## config.mk

```make
export PLATFORM = sky130hd
export DESIGN_NAME = seq_detector
export DESIGN_NICKNAME = d
export VERILOG_FILES = /design/src/rtl/seq_detector_pkg.sv /design/src/rtl/seq_detector_match_counter.sv /design/src/rtl/seq_detector.sv
export SDC_FILE = /design/constraint.sdc
export NUM_CORES = 1
export LEC_CHECK = 0
export CAP_MARGIN = 30
export CORE_MARGIN = 3
export CORE_UTILIZATION = 25
export CTS_BUF_LIST = sky130_fd_sc_hd__clkbuf_16
export DETAILED_ROUTE_END_ITERATION = 8
export SLEW_MARGIN = 10
export SYNTH_ARGS = -nofsm -noshare
export SYNTH_HDL_FRONTEND = slang
export SYNTH_SLANG_ARGS = --single-unit
```

## constraint.sdc

```tcl
create_clock -name clk -period 3.89 [get_ports clk]
set_clock_uncertainty 0.2 [all_clocks]
set_input_delay 0.778 -clock clk [delete_from_list [all_inputs] [get_ports clk]]
set_output_delay 0.778 -clock clk [all_outputs]
set_load 0.1 [all_outputs]
```

## src/rtl/seq_detector_pkg.sv

```systemverilog
// Shared constants and the pattern-compare helper for the serial sequence detector.
// The helper is written for up to 16-bit patterns so the RTL and the bench can share one definition.
package seq_detector_pkg;

    localparam int          SEQ_LEN_DEF     = 4;
    localparam logic [3:0]  SEQ_PATTERN_DEF = 4'b0110;
    localparam int          SEQ_LEN_MAX     = 16;

    // True when the low `len` bits of hist equal the low `len` bits of pattern.
    function automatic logic seq_match(input logic [SEQ_LEN_MAX-1:0] hist,
                                       input logic [SEQ_LEN_MAX-1:0] pattern,
                                       input int                     len);
        logic [SEQ_LEN_MAX-1:0] mask;
        mask = '0;
        for (int i = 0; i < SEQ_LEN_MAX; i++) begin
            if (i < len) begin
                mask[i] = 1'b1;
            end
        end
        return (((hist ^ pattern) & mask) == '0);
    endfunction

endpackage

```

## src/rtl/seq_detector_match_counter.sv

```systemverilog
// Saturating event counter with enable and asynchronous active-low clear.
module seq_match_counter #(
    parameter int CNT_W = 8
) (
    input  logic             clk,
    input  logic             rst_n,
    input  logic             en_i,
    output logic [CNT_W-1:0] cnt_o
);

    logic [CNT_W-1:0] cnt_q;
    logic [CNT_W-1:0] cnt_d;

    always_comb begin
        cnt_d = cnt_q;
        if (en_i && (cnt_q != {CNT_W{1'b1}})) begin
            cnt_d = cnt_q + 1'b1;
        end
    end

    always_ff @(posedge clk or negedge rst_n) begin
        if (!rst_n) begin
            cnt_q <= '0;
        end else begin
            cnt_q <= cnt_d;
        end
    end

    assign cnt_o = cnt_q;

endmodule

```

## src/rtl/seq_detector.sv

```systemverilog
// Serial pattern detector: shifts x into a history register and pulses z for one
// cycle whenever the newest LEN bits equal PATTERN, with a saturating match count.
module seq_detector
    import seq_detector_pkg::*;
#(
    parameter int             LEN     = SEQ_LEN_DEF,
    parameter logic [LEN-1:0] PATTERN = SEQ_PATTERN_DEF,
    parameter bit             OVERLAP = 1'b1,
    parameter int             CNT_W   = 8
) (
    input  logic             clk,
    input  logic             rst,
    input  logic             x,
    output logic             z,
    output logic [CNT_W-1:0] match_cnt
);

    localparam int              FILL_W   = $clog2(LEN + 1);
    localparam logic [FILL_W-1:0] FILL_FULL = FILL_W'(LEN);

    logic [LEN-1:0]    hist_q;
    logic [LEN-1:0]    hist_d;
    logic [FILL_W-1:0] fill_q;
    logic [FILL_W-1:0] fill_d;
    logic [FILL_W-1:0] fill_inc;
    logic              z_q;
    logic              hit;

    always_comb begin
        hist_d   = {hist_q[LEN-2:0], x};
        fill_inc = (fill_q == FILL_FULL) ? fill_q : fill_q + 1'b1;
        hit      = (fill_inc == FILL_FULL) &&
                   seq_match(SEQ_LEN_MAX'(hist_d), SEQ_LEN_MAX'(PATTERN), LEN);
        // Without overlap the bits of this match must not seed the next one.
        fill_d   = (hit && !OVERLAP) ? '0 : fill_inc;
    end

    always_ff @(posedge clk or negedge rst) begin
        if (!rst) begin
            hist_q <= '0;
            fill_q <= '0;
            z_q    <= 1'b0;
        end else begin
            hist_q <= hist_d;
            fill_q <= fill_d;
            z_q    <= hit;
        end
    end

    seq_match_counter #(
        .CNT_W (CNT_W)
    ) u_match_counter (
        .clk   (clk),
        .rst_n (rst),
        .en_i  (hit),
        .cnt_o (match_cnt)
    );

    assign z = z_q;

endmodule

```

* Yosys cells after proc, flatten, opt, wreduce, memory -nomap -nowiden
Cells that the tools add are included.
Cells by class: $add $sub $neg 2, multipliers 0, divide/modulo/power cells 0, magnitude comparators 0, eq/ne operators 3, shifts and indexed selects 0, muxes and demuxes 1, bitwise operators 1, reductions and logical operators 3
Operators with widths (number):
- zero test 16 bit | 1
- adder 8 x 1 -> 8 bit, second input constant | 1
- != test 8 bit, second input constant | 1
- == test 3 bit, second input constant | 2
- adder 3 x 1 -> 3 bit, second input constant | 1
- 2-to-1 mux 3 bit | 1
- logical AND 1 bit | 2
- inverter 2 bit | 1
Word-level totals: bits in registers 15, bits in latches 0, memory bits (writable) 0, bits in read-only memories 0, input port bits 3, output and inout bits 9, logic and storage cells 14, memories 0

* Logic depth before layout (Yosys ltp)
Gate-level depths: netlist of the first run.
depth in word-level cells 5, depth in mapped cells 6, gate-level depth less buffers 6

* Cells and area by module
From an unflattened synthesis of the first run, not the netlist that was laid out.
Unflattened totals: cells, all modules 54, area, all modules 670.6 sq um
By module, submodules not included:
- seq_match_counter | instances 1, cells an instance 34, area an instance 407.9 sq um
- seq_detector | instances 1, cells an instance 20, area an instance 262.8 sq um

* Worst setup path after synthesis of the first run
OpenSTA, ideal clock, no wires.
path type reg2reg, start point reg u_match_counter.cnt_q[0] (netlist: u_match_counter.cnt_o[0]), end point reg u_match_counter.cnt_q[1] (netlist: u_match_counter.cnt_o[1]), setup time 0.127 ns, arrival 2.139 ns, path slack 1.424 ns, cell stages (with the launch flop) 6, buffers on the path 0, period minus slack after synthesis 2.466 ns, cell sequence dfrtp_1 ha_1 nand3_1 o21ai_0 nor2_2 mux2_4
Between the ends: word-level cells in the longest chain between the ends 2, elaborated cells between the ends (all ways) 3, classes of those cells 1 x add/sub; 1 x eq/ne; 1 x reduce/logical
RTL lines:
- start, declared | RTL line seq_detector_match_counter.sv:11 | logic [CNT_W-1:0] cnt_q;
- start signal, assigned | RTL line seq_detector_match_counter.sv:25 | cnt_q <= cnt_d;
- branches (longest 2 deep; another with adder 8 x 1 -> 8 bit)
Several ways; the timed one is not identified. A chain may end at the register's enable or synchronous reset.

* Worst setup path after layout of the first run
start point reg u_match_counter.cnt_q[3] (netlist: u_match_counter.cnt_o[3]), end point out match_cnt[3]
RTL lines:
- end, declared | RTL line seq_detector.sv:15 | output logic [CNT_W-1:0] match_cnt
No word-level cell between the ends.

==> results of run 1 <==
## final cells by class
class	instances	area, um2	share of cell area
inverters	2	7.507	0.008054
repair buffers	11	110.1	0.1181
flip-flops and latches	15	375.4	0.4027
clock buffers	3	75.07	0.08054
well taps	30	37.54	0.04027
multi-input cells	42	322.8	0.3463
clock inverters	1	3.754	0.004027
## how the worst max path moves through the flow
stage / end / slack, ns / depth (start not counted)
final: match_cnt[3] / 1.08 / 1
after global routing: match_cnt[3] / 1.01 / 1
after global placement: u_match_counter.cnt_o[1]$_DFFE_PN0P_ / 1.15 / 5
after floorplan: u_match_counter.cnt_o[1]$_DFFE_PN0P_ / 1.42 / 5
after CTS: match_cnt[3] / 1.06 / 1
after detailed placement: u_match_counter.cnt_o[1]$_DFFE_PN0P_ / 1.12 / 5
## cell usage after synthesis (2+ instances only)
master / instances / area share
nand2_1: 5 / 0.027
ha_1: 3 / 0.053
nand3_1: 2 / 0.014
nor3_1: 3 / 0.021
nor4_1: 2 / 0.018
dfrtp_1: 15 / 0.53
o21ai_0: 2 / 0.014
nand4_1: 2 / 0.018
nor2_1: 3 / 0.016
xor2_1: 5 / 0.062
inv_1: 2 / 0.011
## registers in the layout, summed over array words and instances (netlist names)
signal,count
hist_q,3
z,1
u_match_counter.cnt_o,8
fill_q,3
## logic make-up after synthesis
logic type | count (synthesis) | synth area share
AND/OR/NAND/NOR | 26 | 0.2411
flip-flops | 15 | 0.5319
XOR/XNOR | 6 | 0.07447
AO/OA/AOI/OAI | 5 | 0.05141
adder cells (fa/ha/maj) | 3 | 0.05320
buffers and inverters | 2 | 0.01064
multiplexers | 2 | 0.03723
## power by group through the flow
stage	Sequential, uW	Combinational [uW]	Clock [uW]
2_1_floorplan	330	32.7	0
3_3_place_gp	201	214	0
3_5_place_dp	203	216	0
4_1_cts	201	216	202
5_1_grt	205	223	208
6_report	199	213	193
## per-layer routing
layer / up-vias / share of wire
met5: - / 0
met4: 0 / 0.0065
met3: 2 / 0.044
met2: 9 / 0.47
met1: 224 / 0.47
li1: 244 / -
## placed cells by master, fill, tap and decap left out, types with 2 or more instances in the layout
cell type	instances
nor3_1	3
nand2_1	5
nand3_1	2
nor4_1	2
nand4_1	2
clkdlybuf4s50_1	11
nor2_1	3
ha_1	3
clkbuf_16	3
o21ai_0	2
inv_1	3
dfrtp_1	15
xor2_1	5
## metrics by stage
stage / instances / hold slack (ns) / power [uW] / area [um2] / worst slack, ns
floorplan: 59 / 0.1579 / 362.5 / 705.7 / 1.424
global placement: 100 / 0.1709 / 415.0 / 853.3 / 1.153
detailed placement: 100 / 0.1769 / 419.0 / 853.3 / 1.120
CTS: 104 / 0.1933 / 618.3 / 932.1 / 1.061
global route: 104 / 0.2208 / 636.6 / 932.1 / 1.008
finish: 104 / 0.1875 / 606.0 / 932.1 / 1.077
==> flow_metrics.tcl, run 1 <==
set metrics [dict create \
    power_frac_seq 0.329 \
    rrSetupSlack_ns 1.66 \
    fillers 257 \
    period_needed_ns 2.813 \
    die_width_um 59.13 \
    grt_start_max_net_pins 16 \
    dr.pass1.iters 2 \
    grt-busiest-layer "met2" \
    end_kind "primary output" \
    rsz0062_at_grt "no" \
    pwr-share-comb 0.352 \
    avgRoutedWirePerCell_um 11.75 \
    routed_wl_um 1222 \
    final_util 0.3599 \
    vias_per_cell 4.606 \
    tightest_slew_ns 0.9687 \
    netlist_instances 59 \
    cts_setup_buffers 0 \
    fmax_mhz 355.5 \
    ys_types 26 \
    setup_violations 0 \
    cp.required_ns 2.91 \
    p_leak_uw 0.0004096 \
    synth_ff_type "dfrtp_1" \
    crit_chain "clkdlybuf4s50_1" \
    clk_latency_ns 0.24 \
    synth.avg_cell_area_um2 11.96 \
    min-delay-start "hist_q[1]$_DFF_PN0_" \
    syn_to_final_growth_pct 32.09 \
    synthArstFlopShare 1.000 \
    hold_buffers 0 \
    path_class "reg -> out" \
    grt_pass1_wl_um 2366 \
    vias 479 \
    diodes 0 \
    cts_tree "done" \
    holdCritPathClass "reg -> reg" \
    grt_use_total 0.09033 \
    power_switching_share 0.3970 \
    fin_nets 81 \
    met1_usage 0.1206 \
    peakVddDrop_mv 0.5872 \
    ios 12 \
    use_met2 0.1356 \
    crit_family "buffers and inverters" \
    antenna_found_initial 0 \
    drt-initial-drc-count 6 \
    gp_congestion 0.7755 \
    p_clk_frac 0.319 \
    post-route-period-util 0.7232 \
    maxSlewViolCount 0 \
    reg2reg_to "u_match_counter.cnt_o[6]$_DFFE_PN0P_" \
    synth-edff-count 0 \
    synth_warnings 0 \
    core_area_um2 2590 \
    clkSlewWorstSetupHoldPaths_ns 0.05 \
    initial_utilization 0.2725 \
    cts_buffers 3 \
    cp-start-kind "flip-flop" \
    hold_path_end "hist_q[2]$_DFF_PN0_" \
    intPower_uw 365.4 \
    cp.buffers_inverters 1 \
    hold_violations 0 \
    setup_tns_ns 0 \
    cp_slowest_cell "clkdlybuf4s50_1" \
    die_y_um 59.13 \
    cts_root_buffer "clkbuf_16" \
    antenna_left 0 \
    drive_gt1_frac 0.1081 \
    syn-cell-area_um2 705.7 \
    r2r.worst_path.cells 6 \
    synthesis.nets 65 \
    portBuffers 11 \
    worstPathArrival_ns 1.84 \
    max_stage_delay_ns 1.17 \
    crit_start "u_match_counter.cnt_o[3]$_DFFE_PN0P_" \
    grt_pass1_vias 487 \
    worstReg2RegStart "fill_q[0]$_DFF_PN0_" \
    drc 0 \
    dieArea_um2 3496 \
    hpwl_um 946.5 \
    hold_depth 0 \
    clock_path_buffers 2 \
    cts-resized-gates 0 \
    powerDensity_nw_per_um2 650.1 \
    met3_usage 0.03268 \
    htree_num_levels 1 \
    cp_max_fo 6 \
    cts.sinks 15 \
    status "finished, final reports clean" \
    cap_violations 0 \
    grt.overflow.total 0 \
    rows 18 \
    p_switching_uw 240.6 \
    ys_ff_latch 15 \
    relSlewSlack 0.3522 \
    ys_seq_area_frac 0.5319 \
]
Note: power is estimated with default switching activity, not from simulation.
==> run 2: changes to the inputs <==
- clock period: 3.89 -> 2.9 ns (I/O delays scaled with it)
==> run 2 against run 1 <==
- first-iteration DRC count grew 17%
- combinational power up 31%
- non-clock buffer count stayed put
- sequential power rose by 35%
- via count grew 3.3%
- clock power is 33% higher
- critical path depth rose by 4
- core utilization down 0.87 points
- final cell count is the same
- final area shrank 2.4%
- worst hold slack worse by 0.0020 ns
- critical endpoint is now u_match_counter.cnt_o[1]$_DFFE_PN0P_
==> flow_metrics.tcl, run 2 (synthesized netlist as in run 1, its figures left out) <==
set metrics [dict create \
    status "finished, final reports clean" \
    drive_gt1_frac 0.2297 \
    gp_congestion 0.7545 \
    htree_num_levels 1 \
    end_kind "flip-flop" \
    maxSlewViolCount 0 \
    cts-resized-gates 0 \
    cp.required_ns 2.83 \
    fillers 263 \
    cp_slowest_cell "clkdlybuf4s50_1" \
    syn_to_final_growth_pct 28.90 \
    cts_setup_buffers 0 \
    hpwl_um 944.6 \
    antenna_left 0 \
    grt.overflow.total 0 \
    portBuffers 11 \
    crit_family "simple AND/OR/NAND/NOR gates" \
    rows 18 \
    top_layer_used "met4" \
    hold_violations 0 \
    diodes 0 \
    vias_per_cell 4.760 \
    hold_buffers 0 \
    cts_tree "done" \
    routed_wl_um 1214 \
    hold_depth 0 \
    grt_pass1_vias 456 \
    cp_num_cells 5 \
    initial_utilization 0.2725 \
    dr_wl_met3_um 69 \
    ios 12 \
    largest_reg_flops 8 \
    cp_max_fo 5 \
    drt-initial-drc-count 7 \
    die_y_um 59.13 \
    antenna_found_initial 0 \
    fmax_mhz 431.8 \
    dieArea_um2 3496 \
    setup_tns_ns 0 \
    dr_wl_met2_um 570 \
    relSlewSlack 0.5773 \
    fin_nets 81 \
    grt_pass1_wl_um 2063 \
    met1Wirelength_um 566 \
    grt_start_max_net_pins 16 \
    cp-start-kind "input pin" \
    cts_root_buffer "clkbuf_16" \
    holdCritPathClass "reg -> reg" \
    r2r.worst_path.cells 6 \
    rsz0062_at_grt "no" \
    crit_chain "clkdlybuf4s50_1, nor4bb_1, o21ai_0, nor2_2, mux2_4" \
    cap_violations 0 \
    finalPower_uw 803.8 \
    path_class "in -> reg" \
    core_area_um2 2590 \
    clk_latency_ns 0.24 \
    drc 0 \
    layout_common_cells "15 x dfrtp_1, 9 x buf_4, 5 x nand2_1, 5 x xor2_1" \
    post-route-period-util 0.7987 \
    tightest_slew_ns 0.6321 \
    peakVddDrop_mv 0.6380 \
    grt_use_total 0.07909 \
    cts_buffers 3 \
    period_needed_ns 2.316 \
    place_worst_setup_slack_ns 0.3311 \
    clkSlewWorstSetupHoldPaths_ns 0.04 \
    setup_violations 0 \
    powerDensity_nw_per_um2 883.6 \
    avgRoutedWirePerCell_um 11.67 \
    timing.hold.ws_ns 0.1855 \
    p_leak_uw 0.0004252 \
    cts.sinks 15 \
    worstPathArrival_ns 2.24 \
    clock_path_buffers 2 \
    final_common_cell "dfrtp_1" \
    die_width_um 59.13 \
    vias 495 \
    dr.pass1.iters 4 \
    fin_ws_ns 0.5839 \
    max_stage_delay_ns 0.44 \
    cp.buffers_inverters 1 \
]
==> run 2: cell types whose count changed in the layout (fill, tap and decap cells not counted) <==
cell / change
buf_4: +9
clkdlybuf4s50_1: -9
==> run 2: power breakdown <==
part / internal, uW / switching, uW
clock: 182 / 75.1
combinational: 63.0 / 215
sequential: 236 / 32.4
total: 481 / 323
==> run 2: layout make-up <==
| type | count | area (um2) | area share |
|---|---|---|---|
| Multi-Input combinational cell | 42 | 322.8 | 0.3549 |
| Inverter | 2 | 7.507 | 0.008253 |
| Clock inverter | 1 | 3.754 | 0.004127 |
| Tap cell | 30 | 37.54 | 0.04127 |
| Sequential cell | 15 | 375.4 | 0.4127 |
| Timing Repair Buffer | 11 | 87.58 | 0.09629 |
| Clock buffer | 3 | 75.07 | 0.08253 |
==> run 2: worst register-to-register path, stage by stage (launching register included) <==
cell and delay [ns]:
dfrtp_1 0.39, inv_1 0.09, ha_1 0.35, nor4b_2 0.32
a211oi_2 0.19, nor4_1 0.38, xor2_1 0.22
==> run 2: metrics by stage <==
step | std cells | area [um2] | util
2_1_floorplan | 59 | 705.7 | -
3_3_place_gp | 100 | 830.8 | 0.3208
3_5_place_dp | 100 | 830.8 | 0.3208
4_1_cts | 104 | 909.6 | 0.3512
5_1_grt | 104 | 909.6 | 0.3512
6_report | 104 | 909.6 | 0.3512
==> run 2: worst paths after layout <==
check	from	end	slack, ns
max	x	u_match_counter.cnt_o[1]$_DFFE_PN0P_	0.58
max in group asynchronous	rst	z$_DFF_PN0_	1.56
min	hist_q[1]$_DFF_PN0_	hist_q[2]$_DFF_PN0_	0.19
min reg2reg	hist_q[1]$_DFF_PN0_	hist_q[2]$_DFF_PN0_	0.19
min in group asynchronous	rst	fill_q[1]$_DFF_PN0_	0.53
max reg2reg	fill_q[0]$_DFF_PN0_	u_match_counter.cnt_o[5]$_DFFE_PN0P_	0.68
==> run 2: per-layer routing <==
layer / GRT usage / vias up
li1: - / 242
met1: 0.09524 / 240
met2: 0.1262 / 10
met3: 0.03268 / 3
met4: 0.02913 / 0
met5: 0 / -
